## config.mk

```make
export PLATFORM = sky130hd
export DESIGN_NAME = gf16_divider_flat
export DESIGN_NICKNAME = d
export VERILOG_FILES = /design/src/rtl/gf16_pkg.sv /design/src/rtl/gf16_divider_if.sv /design/src/rtl/gf16_mul_comb.sv /design/src/rtl/gf16_divider.sv /design/src/flat_wrapper.sv
export SDC_FILE = /design/constraint.sdc
export NUM_CORES = 1
export LEC_CHECK = 0
export BUFFER_PORTS_ARGS = -buffer_cell sky130_fd_sc_hd__buf_4
export CAP_MARGIN = 20
export CELL_PAD_IN_SITES_DETAIL_PLACEMENT = 1
export CELL_PAD_IN_SITES_GLOBAL_PLACEMENT = 1
export CORE_ASPECT_RATIO = 0.9
export CORE_MARGIN = 3
export CORE_UTILIZATION = 40
export DETAILED_ROUTE_END_ITERATION = 8
export MAX_ROUTING_LAYER = met4
export PLACE_DENSITY = 0.84
export SYNTH_ARGS = -nofsm -noshare
export SYNTH_HDL_FRONTEND = slang
export SYNTH_SLANG_ARGS = --single-unit
```

## constraint.sdc

```tcl
create_clock -name clk -period 2.4 [get_ports clk]
set_clock_uncertainty 0.2 [all_clocks]
set_input_delay 0.48 -clock clk [delete_from_list [all_inputs] [get_ports clk]]
set_output_delay 0.48 -clock clk [all_outputs]
set_load 0.05 [all_outputs]
```

## src/rtl/gf16_pkg.sv

```systemverilog
// gf16_pkg: shared constants and types for the GF(2^4) datapath.
//   GF16_W       field element width (4)
//   GF16_POLY_LO low-order terms of the field polynomial x^4 + x + 1
//   gf16_state_t divider FSM state encoding
package gf16_pkg;

  localparam int unsigned GF16_W = 4;

  // x^4 == x + 1 in this field, so any x^4 term folds back as 4'b0011.
  localparam logic [GF16_W-1:0] GF16_POLY_LO = 4'b0011;

  typedef enum logic [1:0] {
    IDLE,
    SQ,
    MUL,
    DONE
  } gf16_state_t;

endpackage

```

## src/rtl/gf16_divider_if.sv

```systemverilog
// gf16_divider_if: operand / quotient handshake bundle for gf16_divider.
//   in_valid, a, b   operand side (producer -> divider)
//   in_ready         divider idle and able to accept operands
//   out_valid, q     quotient side (divider -> consumer)
//   out_ready        consumer accepts the quotient
//   dbz              divide-by-zero flag, present only with GF16_DIV_DBZ_EN
// modport master: the block driving operands and consuming results.
// modport slave : the divider itself.
interface gf16_divider_if;
  import gf16_pkg::*;

  logic              in_valid;
  logic              in_ready;
  logic [GF16_W-1:0] a;
  logic [GF16_W-1:0] b;
  logic              out_valid;
  logic              out_ready;
  logic [GF16_W-1:0] q;

`ifdef GF16_DIV_DBZ_EN
  logic              dbz;

  modport master (
    output in_valid, a, b, out_ready,
    input  in_ready, out_valid, q, dbz
  );

  modport slave (
    input  in_valid, a, b, out_ready,
    output in_ready, out_valid, q, dbz
  );
`else
  modport master (
    output in_valid, a, b, out_ready,
    input  in_ready, out_valid, q
  );

  modport slave (
    input  in_valid, a, b, out_ready,
    output in_ready, out_valid, q
  );
`endif

endinterface

```

## src/rtl/gf16_mul_comb.sv

```systemverilog
// gf16_mul_comb: purely combinational GF(2^4) multiplier, field x^4 + x + 1.
//   x, y  in   4  field operands
//   z     out  4  field product x * y
module gf16_mul_comb
  import gf16_pkg::*;
(
  input  logic [GF16_W-1:0] x,
  input  logic [GF16_W-1:0] y,
  output logic [GF16_W-1:0] z
);

  // Partial products: row gi is x gated by bit gi of y.
  logic [GF16_W-1:0] pp [GF16_W];

  genvar gi;
  generate
    for (gi = 0; gi < GF16_W; gi++) begin : g_pp
      assign pp[gi] = y[gi] ? x : '0;
    end
  endgenerate

  // Carry-less product S[6:0]: each row shifted into place and XOR-summed.
  logic [2*GF16_W-2:0] s;

  always_comb begin
    s = '0;
    for (int i = 0; i < GF16_W; i++) begin
      s = s ^ ({{(GF16_W-1){1'b0}}, pp[i]} << i);
    end
  end

  // Fold S4..S6 back with x^4 = x + 1:
  //   Z0 = S0^S4, Z1 = S1^S4^S5, Z2 = S2^S5^S6, Z3 = S3^S6
  assign z = s[GF16_W-1:0]
           ^ (s[4] ? GF16_POLY_LO         : '0)
           ^ (s[5] ? (GF16_POLY_LO << 1)  : '0)
           ^ (s[6] ? (GF16_POLY_LO << 2)  : '0);

endmodule

```

## src/rtl/gf16_divider.sv

```systemverilog
// gf16_divider: sequential GF(2^4) divider, q = a * b^-1 with b^-1 = b^14.
// Square-and-multiply over three SQ/MUL rounds, sharing one multiplier:
//   acc = a * b^2 * b^4 * b^8 = a * b^14. b = 0 naturally yields q = 0.
// Ports:
//   clk    in  sole clock, rising edge
//   rst_n  in  asynchronous, active-low reset
//   bus    gf16_divider_if.slave: in_valid/in_ready/a/b operand handshake,
//          out_valid/out_ready/q result handshake, dbz when enabled
// Optional feature macro: GF16_DIV_DBZ_EN adds the registered dbz flag,
// capturing (b == 0) at accept and presenting it alongside q.
module gf16_divider
  import gf16_pkg::*;
(
  input  logic           clk,
  input  logic           rst_n,
  gf16_divider_if.slave  bus
);

  gf16_state_t       state_reg;
  logic [GF16_W-1:0] acc_reg;
  logic [GF16_W-1:0] sq_reg;
  logic [1:0]        iter_reg;
  logic              in_ready_reg;
  logic              out_valid_reg;
  logic [GF16_W-1:0] q_reg;

  // Shared multiplier: (sq, sq) while squaring, (acc, sq) while multiplying.
  logic [GF16_W-1:0] mul_x;
  logic [GF16_W-1:0] mul_z;

  assign mul_x = (state_reg == MUL) ? acc_reg : sq_reg;

  gf16_mul_comb u_mul (
    .x (mul_x),
    .y (sq_reg),
    .z (mul_z)
  );

  always_ff @(posedge clk or negedge rst_n) begin
    if (!rst_n) begin
      state_reg     <= IDLE;
      acc_reg       <= '0;
      sq_reg        <= '0;
      iter_reg      <= '0;
      in_ready_reg  <= 1'b1;
      out_valid_reg <= 1'b0;
      q_reg         <= '0;
    end else begin
      case (state_reg)
        IDLE: begin
          if (bus.in_valid) begin
            acc_reg      <= bus.a;
            sq_reg       <= bus.b;
            iter_reg     <= '0;
            in_ready_reg <= 1'b0;
            state_reg    <= SQ;
          end
        end
        SQ: begin
          sq_reg    <= mul_z;
          state_reg <= MUL;
        end
        MUL: begin
          acc_reg <= mul_z;
          if (iter_reg == 2'd2) begin
            // Last round: the product goes straight into the output register.
            q_reg         <= mul_z;
            out_valid_reg <= 1'b1;
            state_reg     <= DONE;
          end else begin
            iter_reg  <= iter_reg + 2'd1;
            state_reg <= SQ;
          end
        end
        DONE: begin
          if (bus.out_ready) begin
            out_valid_reg <= 1'b0;
            in_ready_reg  <= 1'b1;
            state_reg     <= IDLE;
          end
        end
        default: begin
          state_reg <= IDLE;
        end
      endcase
    end
  end

  assign bus.in_ready  = in_ready_reg;
  assign bus.out_valid = out_valid_reg;
  assign bus.q         = q_reg;

`ifdef GF16_DIV_DBZ_EN
  logic dbz_reg;

  always_ff @(posedge clk or negedge rst_n) begin
    if (!rst_n) begin
      dbz_reg <= 1'b0;
    end else if (state_reg == IDLE && bus.in_valid) begin
      dbz_reg <= (bus.b == '0);
    end
  end

  assign bus.dbz = dbz_reg;
`endif

endmodule
```

## src/flat_wrapper.sv

```systemverilog
// flat-port wrapper written by rule: the top's interface ports become plain ports
module gf16_divider_flat import gf16_pkg::*;
  (clk, rst_n, bus_in_valid, bus_a, bus_b, bus_out_ready, bus_in_ready, bus_out_valid, bus_q);
  gf16_divider_if bus_i ();
  input  logic clk;
  input  logic rst_n;
  input wire logic [$bits(bus_i.in_valid)-1:0] bus_in_valid;
  input wire logic [$bits(bus_i.a)-1:0] bus_a;
  input wire logic [$bits(bus_i.b)-1:0] bus_b;
  input wire logic [$bits(bus_i.out_ready)-1:0] bus_out_ready;
  output wire logic [$bits(bus_i.in_ready)-1:0] bus_in_ready;
  output wire logic [$bits(bus_i.out_valid)-1:0] bus_out_valid;
  output wire logic [$bits(bus_i.q)-1:0] bus_q;
  assign bus_i.in_valid = bus_in_valid;
  assign bus_i.a = bus_a;
  assign bus_i.b = bus_b;
  assign bus_i.out_ready = bus_out_ready;
  assign bus_in_ready = bus_i.in_ready;
  assign bus_out_valid = bus_i.out_valid;
  assign bus_q = bus_i.q;
  gf16_divider u_core (.clk(clk), .rst_n(rst_n), .bus(bus_i));
endmodule
```

After elaboration in Yosys (flattened, before gate mapping)

Index checks and enable logic that the tools add are counted.

Bits in read-only memories: 0
Memories kept: 0
Bits in latches: 0
Logic and storage cells: 59
Memory bits (writable): 0
Register bits after elaboration: 18

Multiplexer cells: 25
Magnitude comparators: 0
$mul: 0
Shifts and indexed selects: 0
Equality and inequality tests: 8
Div/mod/pow operators: 0
Add/subtract/negate cells: 1
Bitwise gates (word level): 6
Reduce and logical (&&, ||, !) cells: 12

Operator list:

| cell                | number |
|---|---|
| $mux 4              | 8 |
| $pmux 4 s2          | 2 |
| $mux 2              | 6 |
| $xor 4x4->4         | 3 |
| $reduce_and 3->1    | 3 |
| $ne 2x2->1 const B  | 4 |
| $pmux 2 s4          | 1 |
| $reduce_and 2->1    | 4 |
| $reduce_bool 2->1   | 4 |
| $xor 6x7->7         | 1 |
| $eq 2x2->1 const B  | 3 |
| $xor 5x6->6         | 1 |
| $xor 4x5->5         | 1 |
| $mux 1              | 4 |
| $pmux 1 s2          | 2 |
| $pmux 2 s2          | 1 |
| $mux 3              | 1 |
| $add 2x1->2 const B | 1 |
| $eq 2x1->1 const B  | 1 |
| $logic_not 2->1     | 1 |

Depth between registers and ports, before layout

Gate-level depths: netlist of run 1.

Depth after elaboration: 11
Gate-level depth with buffers: 7

Cells and area by module

Synthesis of run 1 repeated with hierarchy kept, for this count alone.

Cell total of the unflattened synthesis: 119
Area total of the unflattened synthesis: 1128.6 µm²

By module, submodules not included:

| module        | seq. area each (µm²) | cells an instance | area an instance (µm²) | instances |
|---|---|---|---|---|
| gf16_divider  | 451.7                | 92                | 915.9                  | 1 |
| gf16_mul_comb | 0.0                  | 27                | 212.7                  | 1 |

Worst setup path before layout of run 1

Ideal clock, no wire load.

Path kind: flip-flop to flip-flop
From: reg u_core.sq_reg[3]
To: reg u_core.q_reg[0] (netlist: u_core.bus.q[0])
Stages on the path, launching flop included: 8
Clock period less this slack: 1749 ps
Slack: 651 ps
Arrival time: 1471 ps
Library setup time: 78 ps
Data required time: 2122 ps
Cells stage by stage: dfrtp_1 > buf_6 > nand2_4 > xor2_4 > mux2_2 > o32ai_1 > a211oi_1 > o21ai_1

Word-level cells in the longest chain between the ends: 9
Elaborated cells between the ends (all ways): 10
Classes of those cells: 4 x mux; 6 x bitwise

Ends and longest elaborated chain:

| item                   | line                | RTL |
|---|---|---|
| start, declared        | gf16_divider.sv:21  | `logic [GF16_W-1:0] sq_reg;` |
| start signal, assigned | gf16_divider.sv:53  | `sq_reg <= bus.b;` |
| start signal, assigned | gf16_divider.sv:60  | `sq_reg <= mul_z;` |
| $mux 4                 | gf16_divider.sv:31  | `assign mul_x = (state_reg == MUL) ? acc_reg : sq_reg;` |
| $mux 4                 | gf16_mul_comb.sv:18 | `assign pp[gi] = y[gi] ? x : '0;` |
| $xor 4x5->5            | gf16_mul_comb.sv:28 | `s = s ^ ({{(GF16_W-1){1'b0}}, pp[i]} << i);` |
| $xor 5x6->6            | gf16_mul_comb.sv:28 |  |
| $xor 6x7->7 *          | gf16_mul_comb.sv:28 |  |
| $mux 2 *               | gf16_mul_comb.sv:35 | `^ (s[4] ? GF16_POLY_LO : '0)` |
| $xor 4x4->4 *          | gf16_mul_comb.sv:35 |  |
| $xor 4x4->4 *          | gf16_mul_comb.sv:36 | `^ (s[5] ? (GF16_POLY_LO << 1) : '0)` |
| $xor 4x4->4 *          | gf16_mul_comb.sv:37 | `^ (s[6] ? (GF16_POLY_LO << 2) : '0);` |
| end signal, assigned   | gf16_divider.sv:67  | `q_reg <= mul_z;` |
| end, declared          | gf16_divider.sv:25  | `logic [GF16_W-1:0] q_reg;` |

Mark *: on every way between the ends. The rest lies on a longest branch, timed or not.
A chain may end at the register's enable or synchronous reset.

Worst setup path after layout of run 1

From: reg u_core.sq_reg[1]
To: reg u_core.q_reg[0] (netlist: u_core.bus.q[0])

Word-level cells in the longest chain between the ends: 8
Elaborated cells between the ends (all ways): 10
Classes of those cells: 4 x mux; 6 x bitwise

Ends and longest elaborated chain:

| item          | line |
|---|---|
| $mux 4        | gf16_mul_comb.sv:18 |
| $xor 4x5->5   | gf16_mul_comb.sv:28 |
| $xor 5x6->6   | gf16_mul_comb.sv:28 |
| $xor 6x7->7 * | gf16_mul_comb.sv:28 |
| $mux 2 *      | gf16_mul_comb.sv:35 |
| $xor 4x4->4 * | gf16_mul_comb.sv:35 |
| $xor 4x4->4 * | gf16_mul_comb.sv:36 |
| $xor 4x4->4 * | gf16_mul_comb.sv:37 |

Marked as above.

==> metrics.cfg, run 1 <==
[outcome]
outcome=finished clean

[setup_path]
cp-end-kind=flop
cp-start-kind=flop
critPathLaunch=u_core.sq_reg[1]$_DFFE_PN0P_
critical_path.max_fanout=9
r2r_start=u_core.sq_reg[1]$_DFFE_PN0P_
worstPathArrival_ps=2070
crit_required_ps=2390
critical_path_class=flop to flop

[clock_tree]
worstSkewPairLatency_ps=310
cts_root_buf=clkbuf_4
post-cts-setup-buffers=0
cts.clk_slew.worst_paths_ps=110
htree_levels=1
cts_tree=yes
cts_made_buffers=3
cts_buffer_depth=2
cts_sinks=18

[global_routing]
grt_pass1_wl_mm=5.26
grt_max_degree=19
grt_pass1_vias=1141
grt_usage=0.186
grt_overflow_total=0
antenna_found_initial=0

[floorplan]
top_level_ports=18
die_w_um=63.8
rows=18
core_area_um2=2820
dieArea_um2=3700
start_util=0.427
die_h_um=58.0

[drt]
drt_iter0_drc=32
wl_per_cell_um=15.3
vias_per_cell=5.39
ant_nets=0
drt_pass1_iterations=4
via_count=1056
routed_wirelength_mm=3.00
drc=0

[sta]
post-route-min-period_ps=2080
finalSetupViolations=0
worst_slack_ps=321
slew_violations=0
finalHoldViolations=0
final.setup.tns_ps=0
fmax_ghz=0.481
slew_headroom=0.673
rsz0062_at_grt=no
worst_slew_pin_slew_ps=490
finalCritPeriodShare=0.866

[synthesis]
synthArstFlopShare=1.00
syn_inst=142
synth_seq_cells=18
synth_ff_type=dfrtp_1
syn_area_um2=1200
synth.avg_cell_area_um2=8.46
syn_nets=155
yosys-top-cells-area=dfrtp_1 35%, nand2_1 8.8%, xnor2_1 6.6%
yosysWarnings=0
ys_types=34
ys_seq_area_frac=0.376
synth_top_area_cell=dfrtp_1
synth_top_area_share=0.354
synth_edf_count=0

[layout]
multi_input_comb_area_um2=684
syn2layout_area_growth_pct=15.1
fill_cells=349
final_common_cell=nand2_1
layout_common_cells=28 x nand2_1, 19 x buf_4, 17 x dfrtp_1
n_antenna_cell=0
seqCellArea_um2=452
nNetsFinal=170
fin_util=0.491
layout-drive-gt1-share=0.186

[placement]
dp_hpwl_mm=2.24
place_ws_ps=317
port_buffers=17
gp_congestion=0.821

[min_path]
hp-class=primary input to flop
min_from=bus_out_ready

[power_and_ir_drop]
combinationalPowerShare=0.585
vdd_drop_max_uv=555
internal_power_w=0.00108
pwr-share-seq=0.323
power_switching_w=0.00107
switching_share=0.497
p_leak_nw=0.578
p_clk_frac=0.092
powerDensity_nw_per_um2=1560

[flow_run]
max-cap-violations=0

-- critical path, stage by stage (launching register included) --
cell	delay, ps
dfrtp_1	560
nand2_4	110
xor2_4	300
mux2_2	200
o32ai_1	60
a211oi_1	380
o21ai_1	140
-- cell usage after synthesis, drive strengths merged (2+ instances only) --
cell type,count
a211oi,2
o32ai,2
dfrtp,17
o21ai,16
mux2,2
inv,2
a32oi,3
and2,2
nand2b,2
nor3b,3
nand2,30
a21oi,11
xnor2,9
or2b,2
xor2,6
nor3,3
buf,6
clkbuf,4
nor2,9
-- stage by stage --
stage | power (W) | instances | hold slack (ps) | instance area, um2
after floorplan | 0.00169 | 142 | -15.6 | 1200
after global placement | 0.00189 | 191 | 168 | 1340
after detailed placement | 0.00196 | 191 | 170 | 1340
after CTS | 0.00218 | 196 | 149 | 1380
after global routing | 0.00236 | 196 | 154 | 1380
final | 0.00215 | 196 | 151 | 1380
-- routing by layer --
| metal | wire [um] | global-route usage | vias to the layer above | part of all wire |
|---|---|---|---|---|
| li1 | - | - | 512 | - |
| met1 | 1330 | 0.231 | 515 | 0.44 |
| met2 | 1530 | 0.314 | 22 | 0.51 |
| met3 | 110 | 0.0368 | 7 | 0.037 |
| met4 | 36 | 0.0492 | 0 | 0.012 |
| met5 | 0 | - | - | 0 |
-- cells by family after synthesis --
logic type / count (synthesis) / share of synthesized area
simple gates: 54 / 0.216
flops: 18 / 0.376
compound gates: 39 / 0.192
buf+inv: 12 / 0.0542
mux: 3 / 0.0271
xor+xnor: 15 / 0.125
fa+ha+maj: 1 / 0.0104
-- layout make-up --
class / count / share of cell area
Timing Repair Buffer: 20 / 0.110
Tap cell: 40 / 0.0362
Inverter: 2 / 0.00543
Clock buffer: 4 / 0.0262
Sequential cell: 18 / 0.327
Multi-Input combinational cell: 112 / 0.495
-- worst paths after layout --
check | endpoint | slack, ps | cells past startpoint
max in group asynchronous | u_core.bus.in_ready$_DFFE_PN1P_ | 1370 | 2
min in group asynchronous | u_core.bus.q[0]$_DFFE_PN0P_ | 370 | 2
hold reg to reg | u_core.bus.q[3]$_DFFE_PN0P_ | 310 | 2
hold / removal | u_core.state_reg[0]$_DFFE_PN0P_ | 150 | 2
setup reg to reg | u_core.bus.q[0]$_DFFE_PN0P_ | 320 | 6
setup / recovery | u_core.bus.q[0]$_DFFE_PN0P_ | 320 | 6
-- power groups by stage --
| stage | Sequential (W) | Clock, W | Combinational [W] |
|---|---|---|---|
| 3_3_place_gp | 0.000684 | 0 | 0.00121 |
| 6_report | 0.000696 | 0.000198 | 0.00126 |
| 5_1_grt | 0.000730 | 0.000208 | 0.00142 |
| 4_1_cts | 0.000697 | 0.000202 | 0.00128 |
| 2_1_floorplan | 0.000695 | 0 | 0.000998 |
| 3_5_place_dp | 0.000704 | 0 | 0.00126 |
-- repair_timing --
| action | CTS | global route |
|---|---|---|
| hold buffers | 1 | 0 |
| gates resized for setup | 0 | 0 |
| hold endpoints to repair | 17 | 0 |
(Power assumes the default switching activity.)
==> run 2, diff against run 1 <==
--- a/config.mk
+++ b/config.mk
@@ -11,10 +11,10 @@
 export CELL_PAD_IN_SITES_GLOBAL_PLACEMENT = 1
 export CORE_ASPECT_RATIO = 0.9
 export CORE_MARGIN = 3
-export CORE_UTILIZATION = 40
+export CORE_UTILIZATION = 31
 export DETAILED_ROUTE_END_ITERATION = 8
 export MAX_ROUTING_LAYER = met4
-export PLACE_DENSITY = 0.84
+export PLACE_DENSITY_LB_ADDON = 0.1
 export SYNTH_ARGS = -nofsm -noshare
 export SYNTH_HDL_FRONTEND = slang
 export SYNTH_SLANG_ARGS = --single-unit
==> metrics.cfg, run 2 (synthesis gave the netlist of run 1 again) <==
[power_and_ir_drop]
finalPower_w=0.00226  ; was 0.00215 W
powerDensity_nw_per_um2=1600  ; was 1560 nW/um2
p_leak_nw=0.590  ; was 0.578 nW
vdd_drop_max_uv=509  ; was 555 uV

[setup_path]
cp-end-kind=flop  ; unchanged
critical_path.top_delay_family=compound AO/OA/AOI/OAI gates  ; unchanged
cp.depth=6  ; unchanged
critical_path.max_fanout=9  ; unchanged
path_buf_inv=0  ; unchanged
regToRegEndpoint=u_core.bus.q[0]$_DFFE_PN0P_  ; unchanged
cp_slowest_cell=dfrtp_1  ; unchanged
cpPeakStageDelay_ps=540  ; was 560 ps
worstPathArrival_ps=2080  ; was 2070 ps
cp-start-kind=flop  ; unchanged
crit_required_ps=2320  ; was 2390 ps
r2r_start=u_core.sq_reg[1]$_DFFE_PN0P_  ; unchanged
reg2reg_depth=6  ; unchanged
crit_end=u_core.bus.q[0]$_DFFE_PN0P_  ; unchanged
cp_cell_sequence=nand2_4 -> xor2_4 -> mux2_2 -> o32ai_1 -> a211oi_1 -> o21ai_1  ; unchanged
critPathLaunch=u_core.sq_reg[1]$_DFFE_PN0P_  ; unchanged
reg2reg_slack_ps=240  ; was 320 ps
critical_path_class=flop to flop  ; unchanged

[drt]
ant_nets=0  ; unchanged
drt_pass1_iterations=4  ; unchanged
wl_per_cell_um=15.7  ; was 15.3 um
routed_wirelength_mm=3.15  ; was 3.00 mm
vias_per_cell=5.25  ; was 5.39
via_count=1055  ; was 1056
drc=0  ; unchanged
drt_iter0_drc=43  ; was 32

[placement]
gp_congestion=0.736  ; was 0.821
port_buffers=17  ; unchanged
dp_hpwl_mm=2.46  ; was 2.24 mm

[sta]
worst_slew_pin_slew_ps=460  ; was 490 ps
final.setup.tns_ps=0  ; unchanged
slew_violations=0  ; unchanged
finalHoldViolations=0  ; unchanged
rsz0062_at_grt=no  ; unchanged
finalSetupViolations=0  ; unchanged
post-route-min-period_ps=2160  ; was 2080 ps
fmax_ghz=0.464  ; was 0.481 GHz
slew_headroom=0.691  ; was 0.673
finalCritPeriodShare=0.898  ; was 0.866

[clock_tree]
cts_tree=yes  ; unchanged
cts_sinks=18  ; unchanged
cts_made_buffers=3  ; unchanged
htree_levels=1  ; unchanged
cts_root_buf=clkbuf_8  ; was clkbuf_4
cts_buffer_depth=2  ; unchanged
cts.clk_slew.worst_paths_ps=70  ; was 110 ps
cts.repair.resized=0  ; unchanged
worstSkewPairLatency_ps=250  ; was 310 ps

[outcome]
outcome=finished clean  ; unchanged

[layout]
layout_common_cells=28 x nand2_1, 20 x buf_4, 17 x dfrtp_1  ; was 28 x nand2_1, 19 x buf_4, 17 x dfrtp_1
n_antenna_cell=0  ; unchanged
fill_cells=433  ; was 349
layout-drive-gt1-share=0.191  ; was 0.186
seqCellArea_um2=452  ; unchanged
multi_input_comb_area_um2=684  ; unchanged
final_common_cell=nand2_1  ; unchanged
syn2layout_area_growth_pct=17.7  ; was 15.1%
nNetsFinal=171  ; was 170

[floorplan]
die_w_um=71.6  ; was 63.8 um
core_area_um2=3550  ; was 2820 um2
start_util=0.338  ; was 0.427
rows=20  ; was 18
dieArea_um2=4660  ; was 3700 um2
top_level_ports=18  ; unchanged
die_h_um=65.1  ; was 58.0 um

[global_routing]
grt_max_degree=19  ; unchanged
grt_overflow_total=0  ; unchanged
grt_pass1_wl_mm=5.24  ; was 5.26 mm
grt_usage=0.150  ; was 0.186
grt_pass1_vias=1043  ; was 1141
antenna_found_initial=0  ; unchanged

[flow_run]
max-cap-violations=0  ; unchanged

[min_path]
hold_depth=2  ; unchanged
hp-class=primary input to flop  ; unchanged

==> run 2: changes by cell type in the layout (fill, tap and decap cells not counted) <==
cell,before,now
clkbuf_8,1,4
clkbuf_4,3,0
buf_4,19,20
==> run 2: cell type report <==
cell class,count,share of cell area
inverter,2,0.00531
sequential,18,0.319
timing repair buffer,21,0.113
tap,44,0.0389
clock buffer,4,0.0389
multi-input combinational,112,0.484
==> run 2: how the worst min path moves through the flow <==
stage	start	to
floorplan	rst_n	u_core.acc_reg[0]$_DFFE_PN0P_
global placement	rst_n	u_core.acc_reg[0]$_DFFE_PN0P_
detailed placement	rst_n	u_core.acc_reg[2]$_DFFE_PN0P_
CTS	bus_out_ready	u_core.state_reg[0]$_DFFE_PN0P_
global route	bus_out_ready	u_core.state_reg[0]$_DFFE_PN0P_
finish	bus_out_ready	u_core.state_reg[0]$_DFFE_PN0P_
==> run 2: power by group <==
group | internal (W) | switching (W)
clock | 0.000146 | 0.000105
sequential | 0.000451 | 0.000267
combinational | 0.000552 | 0.000736
total | 0.00115 | 0.00111
==> run 2: per-layer routing <==
metal / vias up / global-route usage / part of all wire
li1: 515 / - / -
met1: 519 / 0.191 / 0.46
met2: 17 / 0.243 / 0.49
met3: 4 / 0.0326 / 0.032
met4: 0 / 0.0329 / 0.015
met5: - / - / 0
==> run 2: per-stage QoR <==
step                      setup WS [ps]  hold slack [ps]  area [um2]  instances  utilization
after global placement              316              172        1350        196        0.380
final                               244              220        1410        201        0.398
after floorplan                     651            -15.6        1200        142            -
after CTS                           236              220        1410        201        0.398
after detailed placement            252              174        1350        196        0.380
after global routing               98.2              221        1410        201        0.398
==> run 2: timing repair <==
item                      4_1_cts  5_1_grt
setup buffers                   0        0
hold buffers                    1        0
hold endpoints to repair       17        0
==> run 3, diff against run 2 <==
==> constraint.sdc (replaced) <==
create_clock -name clk -period 2.1 [get_ports clk]
set_clock_uncertainty 0.2 [all_clocks]
set_input_delay 0.42 -clock clk [delete_from_list [all_inputs] [get_ports clk]]
set_output_delay 0.42 -clock clk [all_outputs]
set_load 0.05 [all_outputs]
==> metrics.cfg, run 3 (synthesis gave the netlist of run 1 again) <==
[clock_tree]
cts_buffer_depth=2  ; unchanged
worstSkewPairLatency_ps=260  ; was 250 ps
cts_made_buffers=3  ; unchanged
htree_levels=1  ; unchanged
cts.clk_slew.worst_paths_ps=70  ; about the same
post-cts-setup-buffers=0  ; unchanged
cts_root_buf=clkbuf_8  ; unchanged
cts_sinks=18  ; unchanged
cts_tree=yes  ; unchanged

[placement]
port_buffers=17  ; unchanged
dpl_cell_area_um2=1400  ; was 1350 um2
gp_congestion=0.801  ; was 0.736
numPlacedInstances=203  ; was 196
dp_hpwl_mm=2.46  ; about the same

[global_routing]
top_usage_layer=met2  ; unchanged
grtUsageMet1=0.192  ; was 0.191
grt_pass1_wl_mm=5.58  ; was 5.24 mm
antenna_found_initial=0  ; unchanged
grt_overflow_total=0  ; unchanged
grt_pass1_vias=1145  ; was 1043
grt_max_degree=19  ; unchanged
grt_use_met2=0.266  ; was 0.243
grtUsageMet3=0.0357  ; was 0.0326
grt_usage=0.159  ; was 0.150

[floorplan]
rows=20  ; unchanged
dieArea_um2=4660  ; unchanged
top_level_ports=18  ; unchanged
die_w_um=71.6  ; unchanged
die_h_um=65.1  ; unchanged
core_area_um2=3550  ; unchanged
start_util=0.338  ; unchanged

[sta]
worst_slew_pin_slew_ps=582  ; was 460 ps
post-route-min-period_ps=1890  ; was 2160 ps
finalCritPeriodShare=0.901  ; was 0.898
final.setup.tns_ps=0  ; unchanged
rsz0062_at_grt=no  ; unchanged
slew_violations=0  ; unchanged
finalSetupViolations=0  ; unchanged
slew_headroom=0.612  ; was 0.691
fmax_ghz=0.528  ; was 0.464 GHz
finalHoldViolations=0  ; unchanged

[setup_path]
cp.depth=6  ; unchanged
path_buf_inv=0  ; unchanged
regToRegEndpoint=u_core.bus.q[0]$_DFFE_PN0P_  ; unchanged
cp_slowest_cell=dfrtp_1  ; unchanged
reg2reg_slack_ps=210  ; was 240 ps
worstPathArrival_ps=1880  ; was 2080 ps
cp-end-kind=flop  ; unchanged
cpPeakStageDelay_ps=490  ; was 540 ps
crit_end=u_core.bus.q[0]$_DFFE_PN0P_  ; unchanged
critical_path.max_fanout=9  ; unchanged
critical_path_class=flop to flop  ; unchanged
crit_required_ps=2080  ; was 2320 ps
cp_cell_sequence=nand2_4 -> xor2_4 -> mux2_2 -> o32ai_1 -> a211oi_1 -> o21ai_1  ; unchanged
cp-start-kind=flop  ; unchanged
r2r_start=u_core.acc_reg[3]$_DFFE_PN0P_  ; was u_core.sq_reg[1]$_DFFE_PN0P_
reg2reg_depth=6  ; unchanged
critPathLaunch=u_core.acc_reg[3]$_DFFE_PN0P_  ; was u_core.sq_reg[1]$_DFFE_PN0P_
critical_path.top_delay_family=flip-flops  ; was compound AO/OA/AOI/OAI gates

[drt]
drt_iter0_drc=33  ; was 43
via_count=1091  ; was 1055
wl_per_cell_um=15.3  ; was 15.7 um
routed_wirelength_mm=3.18  ; was 3.15 mm
vias_per_cell=5.25  ; about the same
drc=0  ; unchanged
ant_nets=0  ; unchanged
drt_pass1_iterations=4  ; unchanged

[power_and_ir_drop]
powerDensity_nw_per_um2=1790  ; was 1600 nW/um2
vdd_drop_max_uv=871  ; was 509 uV
p_leak_nw=0.617  ; was 0.590 nW

[min_path]
hp-class=primary input to flop  ; unchanged

[layout]
layout_common_cells=28 x nand2_1, 27 x buf_4, 16 x dfrtp_1  ; was 28 x nand2_1, 20 x buf_4, 17 x dfrtp_1
final_common_cell=nand2_1  ; unchanged
syn2layout_area_growth_pct=21.4  ; was 17.7%
stdcell_count=208  ; was 201
final_area_um2=1460  ; was 1410 um2
nNetsFinal=178  ; was 171
fin_util=0.410  ; was 0.398
n_antenna_cell=0  ; unchanged
layout-drive-gt1-share=0.226  ; was 0.191

[outcome]
outcome=finished clean  ; unchanged

[flow_run]
max-cap-violations=0  ; unchanged

## run 3: cell count changes in the layout (fill, tap and decap cells not counted), sizes merged
cell,delta
buf,+7
## run 3: how the worst min path moves through the flow
stage / slack (ps) / depth (start not counted) / startpoint / to
4_1_cts: 150 / 2 / bus_out_ready / u_core.state_reg[0]$_DFFE_PN0P_
3_3_place_gp: 110 / 1 / rst_n / u_core.acc_reg[0]$_DFFE_PN0P_
3_5_place_dp: 110 / 1 / rst_n / u_core.sq_reg[0]$_DFFE_PN0P_
6_report: 160 / 2 / bus_out_ready / u_core.state_reg[0]$_DFFE_PN0P_
2_1_floorplan: -80 / 0 / rst_n / u_core.acc_reg[0]$_DFFE_PN0P_
5_1_grt: 150 / 2 / bus_out_ready / u_core.state_reg[0]$_DFFE_PN0P_
## run 3: where the power goes
part | switching, W | internal (W)
logic | 0.000925 | 0.000699
registers | 0.000216 | 0.000519
clock network | 0.000120 | 0.000135
## run 3: timing repair
item	4_1_cts	5_1_grt
hold buffers	1	0
gates resized for setup	0	1
endpoints found under the setup margin	0	1
hold endpoints to repair	17	0
## run 3: area by class of cell
class	instances	area, um2
Multi-Input combinational cell	112	684
Timing Repair Buffer	28	213
Inverter	2	7.51
Tap cell	44	55.1
Sequential cell	18	453
Clock buffer	4	45.0
Fill cell	445	2100
## run 3: per-layer routing
metal | vias up | wire length (um)
met4 | 0 | 60
met2 | 19 | 1560
met3 | 6 | 111
li1 | 531 | -
met5 | - | 0
met1 | 535 | 1440
## run 3: worst register-to-register path, stage by stage, from the launching register on
cell and delay (ps):
dfrtp_1 490, nand2_4 100, xor2_4 280, mux2_2 370
o32ai_1 110, a211oi_1 130, o21ai_1 140
## run 3: metrics by stage
step	hold slack (ps)	power (W)	setup slack (ps)
after floorplan	-75.6	0.00193	351
after detailed placement	114	0.00238	180
after CTS	154	0.00265	165
after global routing	153	0.00288	4.39
final	159	0.00261	207
after global placement	110	0.00233	205
